--- config.mk ---
export PLATFORM = sky130hd
export DESIGN_NAME = uc_tx_flat
export DESIGN_NICKNAME = d
export VERILOG_FILES = /design/src/rtl/uc_link_pkg.sv /design/src/rtl/uc_tx_if.sv /design/src/rtl/uc_bit_timer.sv /design/src/rtl/uc_tx.sv /design/src/flat_wrapper.sv
export SDC_FILE = /design/constraint.sdc
export NUM_CORES = 1
export LEC_CHECK = 0
export CAP_MARGIN = 30
export CORE_ASPECT_RATIO = 1.4
export CORE_UTILIZATION = 50
export DETAILED_ROUTE_END_ITERATION = 6
export DONT_BUFFER_PORTS = 1
export PLACE_DENSITY_LB_ADDON = 0.05
export SLEW_MARGIN = 5
export SYNTH_ARGS = -nofsm -noshare
export SYNTH_HDL_FRONTEND = slang
export SYNTH_SLANG_ARGS = --single-unit
--- constraint.sdc ---
create_clock -name clk -period 2 [get_ports clk]
set_input_delay 0.4 -clock clk [delete_from_list [all_inputs] [get_ports clk]]
set_output_delay 0.4 -clock clk [all_outputs]
set_load 0.01 [all_outputs]
--- src/rtl/uc_link_pkg.sv ---
// Shared framing constants and state encoding for the microcontroller serial link.
// Frame = sync header, two data words MSB first, even parity over the data bits.
package uc_link_pkg;

  localparam logic [3:0] SYNC_HDR = 4'b1010;
  localparam int         HDR_LEN  = 4;

  localparam logic [1:0] ST_IDLE  = 2'd0;
  localparam logic [1:0] ST_SHIFT = 2'd1;
  localparam logic [1:0] ST_GAP   = 2'd2;

  function automatic int frame_bits(input int datlen);
    return HDR_LEN + 2 * datlen + 1;
  endfunction

endpackage

--- src/rtl/uc_tx_if.sv ---
// Parallel load handshake plus framed serial outputs between the peak picker and uc_tx.
// Words are declared [0:DATLEN-1] so index 0 is the first (most significant) bit sent.
interface uc_tx_if #(
  parameter int DATLEN = 12
);
  logic              load;
  logic [0:DATLEN-1] max730;
  logic [0:DATLEN-1] max850;
  logic              ready;
  logic              done;
  logic              frame_n;
  logic              sclk_out;
  logic              sdata_out;

  modport master (
    output load, max730, max850,
    input  ready, done, frame_n, sclk_out, sdata_out
  );

  modport slave (
    input  load, max730, max850,
    output ready, done, frame_n, sclk_out, sdata_out
  );
endinterface

--- src/rtl/uc_bit_timer.sv ---
// Bit period timer: registered sclk (low half then high half) and a period-end strobe.
// Holds phase 0 and sclk low whenever run_i is low; no backpressure.
module uc_bit_timer #(
  parameter int CLKDIV = 4
) (
  input  logic clk,
  input  logic reset_n,
  input  logic run_i,
  output logic sclk_o,
  output logic period_end_o
);

  localparam int            PW    = $clog2(CLKDIV);
  localparam logic [PW-1:0] LAST  = PW'(CLKDIV - 1);
  localparam logic [PW-1:0] HALF  = PW'(CLKDIV / 2);

  logic [PW-1:0] phase_q, phase_d;
  logic          sclk_q, sclk_d;

  always_comb begin
    phase_d = '0;
    sclk_d  = 1'b0;
    if (run_i) begin
      phase_d = (phase_q == LAST) ? '0 : phase_q + 1'b1;
      // sclk is registered from the next phase so it lines up with the phase it describes
      sclk_d  = (phase_d >= HALF);
    end
  end

  always_ff @(posedge clk or negedge reset_n) begin
    if (!reset_n) begin
      phase_q <= '0;
      sclk_q  <= 1'b0;
    end else begin
      phase_q <= phase_d;
      sclk_q  <= sclk_d;
    end
  end

  assign sclk_o       = sclk_q;
  assign period_end_o = run_i && (phase_q == LAST);

endmodule

--- src/rtl/uc_tx.sv ---
// Sends max730/max850 to the microcontroller as a framed synchronous serial stream.
// Load accepted only while ready; frame starts the next cycle; GAP_CYC idle cycles follow each frame.
module uc_tx
  import uc_link_pkg::*;
#(
  parameter int DATLEN  = 12,
  parameter int CLKDIV  = 4,
  parameter int GAP_CYC = 8
) (
  input  logic     clk,
  input  logic     reset_n,
  uc_tx_if.slave   bus
);

  localparam int            FB       = frame_bits(DATLEN);
  localparam int            BW       = $clog2(2 * DATLEN + 5);
  localparam int            GW       = $clog2(GAP_CYC + 1);
  localparam logic [BW-1:0] BIT_LAST = BW'(FB - 1);
  localparam logic [GW-1:0] GAP_LAST = GW'(GAP_CYC - 1);

  logic [1:0]    state_q, state_d;
  logic [BW-1:0] bit_q, bit_d;
  logic [GW-1:0] gap_q, gap_d;
  logic [FB-1:0] shreg_q, shreg_d;
  logic          sdata_q, sdata_d;
  logic          frame_n_q, frame_n_d;
  logic          ready_q, ready_d;
  logic          done_q, done_d;

  logic [FB-1:0] frame_w;
  logic          period_end;
  logic          sclk;

  assign frame_w = {SYNC_HDR, bus.max730, bus.max850, ^{bus.max730, bus.max850}};

  uc_bit_timer #(
    .CLKDIV (CLKDIV)
  ) u_timer (
    .clk          (clk),
    .reset_n      (reset_n),
    .run_i        (state_q == ST_SHIFT),
    .sclk_o       (sclk),
    .period_end_o (period_end)
  );

  always_comb begin
    state_d   = state_q;
    bit_d     = bit_q;
    gap_d     = gap_q;
    shreg_d   = shreg_q;
    sdata_d   = sdata_q;
    frame_n_d = frame_n_q;
    ready_d   = ready_q;
    done_d    = 1'b0;
    case (state_q)
      ST_IDLE: begin
        if (bus.load && ready_q) begin
          state_d   = ST_SHIFT;
          shreg_d   = frame_w << 1;
          sdata_d   = frame_w[FB-1];
          frame_n_d = 1'b0;
          ready_d   = 1'b0;
          bit_d     = '0;
        end
      end
      ST_SHIFT: begin
        if (period_end) begin
          if (bit_q == BIT_LAST) begin
            state_d   = ST_GAP;
            frame_n_d = 1'b1;
            sdata_d   = 1'b0;
            done_d    = 1'b1;
            bit_d     = '0;
            gap_d     = '0;
          end else begin
            bit_d     = bit_q + 1'b1;
            sdata_d   = shreg_q[FB-1];
            shreg_d   = shreg_q << 1;
          end
        end
      end
      ST_GAP: begin
        if (gap_q == GAP_LAST) begin
          state_d = ST_IDLE;
          ready_d = 1'b1;
          gap_d   = '0;
        end else begin
          gap_d   = gap_q + 1'b1;
        end
      end
      default: begin
        state_d   = ST_IDLE;
        ready_d   = 1'b1;
        frame_n_d = 1'b1;
        sdata_d   = 1'b0;
      end
    endcase
  end

  always_ff @(posedge clk or negedge reset_n) begin
    if (!reset_n) begin
      state_q   <= ST_IDLE;
      bit_q     <= '0;
      gap_q     <= '0;
      shreg_q   <= '0;
      sdata_q   <= 1'b0;
      frame_n_q <= 1'b1;
      ready_q   <= 1'b1;
      done_q    <= 1'b0;
    end else begin
      state_q   <= state_d;
      bit_q     <= bit_d;
      gap_q     <= gap_d;
      shreg_q   <= shreg_d;
      sdata_q   <= sdata_d;
      frame_n_q <= frame_n_d;
      ready_q   <= ready_d;
      done_q    <= done_d;
    end
  end

  assign bus.ready     = ready_q;
  assign bus.done      = done_q;
  assign bus.frame_n   = frame_n_q;
  assign bus.sclk_out  = sclk;
  assign bus.sdata_out = sdata_q;

endmodule

--- src/flat_wrapper.sv ---
// flat-port wrapper written by rule: the top's interface ports become plain ports
module uc_tx_flat import uc_link_pkg::*;
#(
  parameter int DATLEN  = 12,
  parameter int CLKDIV  = 4,
  parameter int GAP_CYC = 8
)
  (clk, reset_n, bus_load, bus_max730, bus_max850, bus_ready, bus_done, bus_frame_n, bus_sclk_out, bus_sdata_out);
  uc_tx_if #(.DATLEN(DATLEN)) bus_i ();
  input  logic clk;
  input  logic reset_n;
  input wire logic [$bits(bus_i.load)-1:0] bus_load;
  input wire logic [$bits(bus_i.max730)-1:0] bus_max730;
  input wire logic [$bits(bus_i.max850)-1:0] bus_max850;
  output wire logic [$bits(bus_i.ready)-1:0] bus_ready;
  output wire logic [$bits(bus_i.done)-1:0] bus_done;
  output wire logic [$bits(bus_i.frame_n)-1:0] bus_frame_n;
  output wire logic [$bits(bus_i.sclk_out)-1:0] bus_sclk_out;
  output wire logic [$bits(bus_i.sdata_out)-1:0] bus_sdata_out;
  assign bus_i.load = bus_load;
  assign bus_i.max730 = bus_max730;
  assign bus_i.max850 = bus_max850;
  assign bus_ready = bus_i.ready;
  assign bus_done = bus_i.done;
  assign bus_frame_n = bus_i.frame_n;
  assign bus_sclk_out = bus_i.sclk_out;
  assign bus_sdata_out = bus_i.sdata_out;
  uc_tx #(.DATLEN(DATLEN), .CLKDIV(CLKDIV), .GAP_CYC(GAP_CYC)) u_core (.clk(clk), .reset_n(reset_n), .bus(bus_i));
endmodule
==> impl_metrics.yaml <==
routing:
  drtIter0Drc: 142
  routed_wl_um: 4440
  drcViolationCount: 0
  dr.pass1.iters: 4
  wl_per_cell_um: 14.2
  ant_nets: 0
  vias: 1701
  routed_via_density: 5.45
clocking:
  cts_tree: "built"
  h-tree-depth: 2
  cts_resized: 0
  root_buffer: "clkbuf_8"
  clockBufferDepth: 2
  worstSkewPairLatency_ns: 0.30
  cts_sinks: 45
  numCtsBuffers: 5
  path_clk_slew_ns: 0.09
power_and_ir_drop:
  power_leakage_nw: 1.16
  power.density_nw_per_um2: 714
  vdd_drop_max_v: 0.000514
  total_power_mw: 1.79
worst_setup_path:
  worstSetupPathType: "reg -> reg"
  cp_data_required_time_ns: 2.19
  end_kind: "flip-flop"
  cp_max_fo: 5
  cp.arrival_ns: 1.95
  rr_worst_depth: 6
  start_kind: "flip-flop"
run:
  cap_violations: 0
floorplan:
  row_count: 28
  die_h_um: 81.8
  fp.dieW_um: 59.0
  coreArea_um2: 4310
  initial_core_util: 0.528
  pin_count: 32
  die_area_um2: 4830
final_layout:
  regArea_um2: 1130
  multi_input_area_um2: 1070
  final.fill_count: 412
  drive_above_1_share: 0.0833
  final_net_count: 282
  area_delta_synth_final_pct: 9.95
  diodes: 0
min_path:
  hp-class: "in -> reg"
  whs_path_depth: 2
global_routing:
  grt_max_degree: 46
  track_usage: 0.209
  grt.overflow.total: 0
  grt_pass1_wl_um: 7590
  antenna_found_initial: 0
  grt_pass1_vias: 1682
synthesis:
  netlist.area_leader.share: 0.473
  ys.flop_type: "dfrtp_1"
  netlist_top_cells_area: "dfrtp_1 (47%), nand2_1 (9.9%), a31oi_1 (7.1%)"
  synth_top_cell_by_area: "dfrtp_1"
  synth_edf_count: 0
  syn_nets: 280
  ys_ff_latch: 45
  synth_cells: 249
  syn_area_per_cell_um2: 9.14
  yosysWarnings: 0
  ys_types: 31
  seq_area_frac_synth: 0.496
  syn-cell-area_um2: 2280
  ys_async_sr_fraction: 1.00
sta:
  final-hold-violation-count: 0
  setup_viol: 0
  fin_crit_ns: 1.76
  slew_headroom: 0.657
  fin_worst_skew_ns: 0.0118
  worst_slew_pin_slew_ns: 0.510
  drv_slew: 0
  rsz0062_at_grt: "no"
  setup_tns_ns: 0
  max_clock_freq_mhz: 568
  timing.final.crit_share: 0.880
outcome:
  status: "finished clean"
place:
  hpwl_um: 3180
  gp_congestion: 0.791
  port_buffers: 0
[worst paths after layout]
kind                       slack (ns)                                   to                                start
min in group asynchronous        0.61        u_core.state_q[1]$_DFFE_PN0P_                              reset_n
min reg2reg                      0.44  u_core.u_timer.phase_q[0]$_DFF_PN0_  u_core.u_timer.phase_q[0]$_DFF_PN0_
min                              0.24        u_core.shreg_q[5]$_DFFE_PN0P_                        bus_max850[3]
max in group asynchronous        1.13       u_core.bus.frame_n$_DFFE_PN1P_                              reset_n
max                              0.24       u_core.shreg_q[28]$_DFFE_PN0P_  u_core.u_timer.phase_q[1]$_DFF_PN0_
max reg2reg                      0.24       u_core.shreg_q[28]$_DFFE_PN0P_  u_core.u_timer.phase_q[1]$_DFF_PN0_
[logic make-up after synthesis]
logic type,after synthesis,share of synthesized area
and+or+nand+nor,109,0.201
AOI/OAI and AO/OA,51,0.150
DFF,45,0.496
xor gates and xnor gates,24,0.0984
buffers and inverters,16,0.0330
adders and majority gates,4,0.0220
[layer usage]
metal / global-route usage / share of wire / routed length, µm / up-vias
met5: 0 / 0 / 0 / -
met3: 0.0441 / 0.037 / 164 / 8
met4: 0.0738 / 0.020 / 89 / 0
met1: 0.238 / 0.42 / 1850 / 823
met2: 0.380 / 0.53 / 2340 / 28
li1: - / - / - / 842
[per-stage QoR]
step	setup slack [ns]	util	instances	hold WS (ns)	area, µm²
2_1_floorplan	0.359	-	249	0.104	2280
3_3_place_gp	0.328	0.544	302	0.106	2340
3_5_place_dp	0.271	0.544	302	0.105	2340
4_1_cts	0.269	0.581	312	0.236	2500
5_1_grt	0.104	0.581	312	0.242	2500
6_report	0.240	0.581	312	0.237	2500
[report_power, final]
group / total [mW] / internal [mW] / leakage [nW] / switching [mW]
clock: 0.712 / 0.406 / 0.0574 / 0.305
sequential: 0.909 / 0.909 / 0.617 / 0
combinational: 0.166 / 0.0949 / 0.483 / 0.0710
[worst max-delay path, cell delays in order, from the launching register on]
cell	delay, ns
dfrtp_1	0.41
ha_1	0.22
and2_1	0.26
nor2_1	0.09
nor2_1	0.23
o21ai_0	0.19
a22o_1	0.26
[layout by cell type (no fill, tap or decap), drive strengths merged]
| cell type | Yosys | final |
|---|---|---|
| nand2 | 60 | 60 |
| dfrtp | 43 | 43 |
| nor2 | 29 | 29 |
| a31oi | 26 | 26 |
| xnor2 | 18 | 18 |
| o21ai | 13 | 13 |
| buf | 8 | 7 |
| clkbuf | 5 | 6 |
| nand3 | 5 | 5 |
| xor2 | 5 | 5 |
| o31ai | 5 | 5 |
| ha | 4 | 4 |
| inv | 3 | 3 |
| nor2b | 3 | 3 |
| a22o | 3 | 3 |
| and2 | 3 | 3 |
| nand2b | 2 | 2 |
| nor3 | 2 | 2 |
| nand4 | 2 | 2 |
| o22a | 2 | 2 |
| dfstp | 2 | 2 |
| and3b | 1 | 1 |
| o21bai | 1 | 1 |
| o31a | 1 | 1 |
| nand3b | 1 | 1 |
| xnor3 | 1 | 1 |
| or2 | 1 | 1 |
| clkinvlp | 0 | 1 |
| bufinv | 0 | 1 |
| dlygate4sd3 | 0 | 1 |
[synthesized netlist by cell type, types with 4 or more instances]
library cell,n
nand2_1,60
a31oi_1,26
o21ai_0,13
xnor2_1,18
clkbuf_1,5
xor2_1,5
dfrtp_1,43
nand3_1,5
nor2_1,28
ha_1,4
buf_2,6
o31ai_1,4
[flip-flops by register name (all words and copies together), names as in the netlist]
| signal | count |
|---|---|
| u_core.shreg_q | 28 |
| u_core.u_timer.phase_q | 2 |
| u_core.gap_q | 4 |
| u_core.bus.frame_n | 1 |
| u_core.bus.ready | 1 |
| u_core.bus.sdata_out | 1 |
| u_core.state_q | 2 |
| u_core.bit_q | 5 |
| u_core.bus.done | 1 |
[final cells by class]
type	count	share of cell area
Sequential cell	45	0.451
Multi-Input combinational cell	188	0.429
Timing Repair Buffer	8	0.0380
Clock buffer	6	0.0330
Tap cell	60	0.0300
Clock inverter	2	0.0150
Inverter	3	0.00450
[repair_timing]
item	CTS	global route
buffers inserted	0	0
hold buffers	2	0
endpoints found under the hold margin	45	0
No activity file was read; power rests on OpenSTA's default activity.
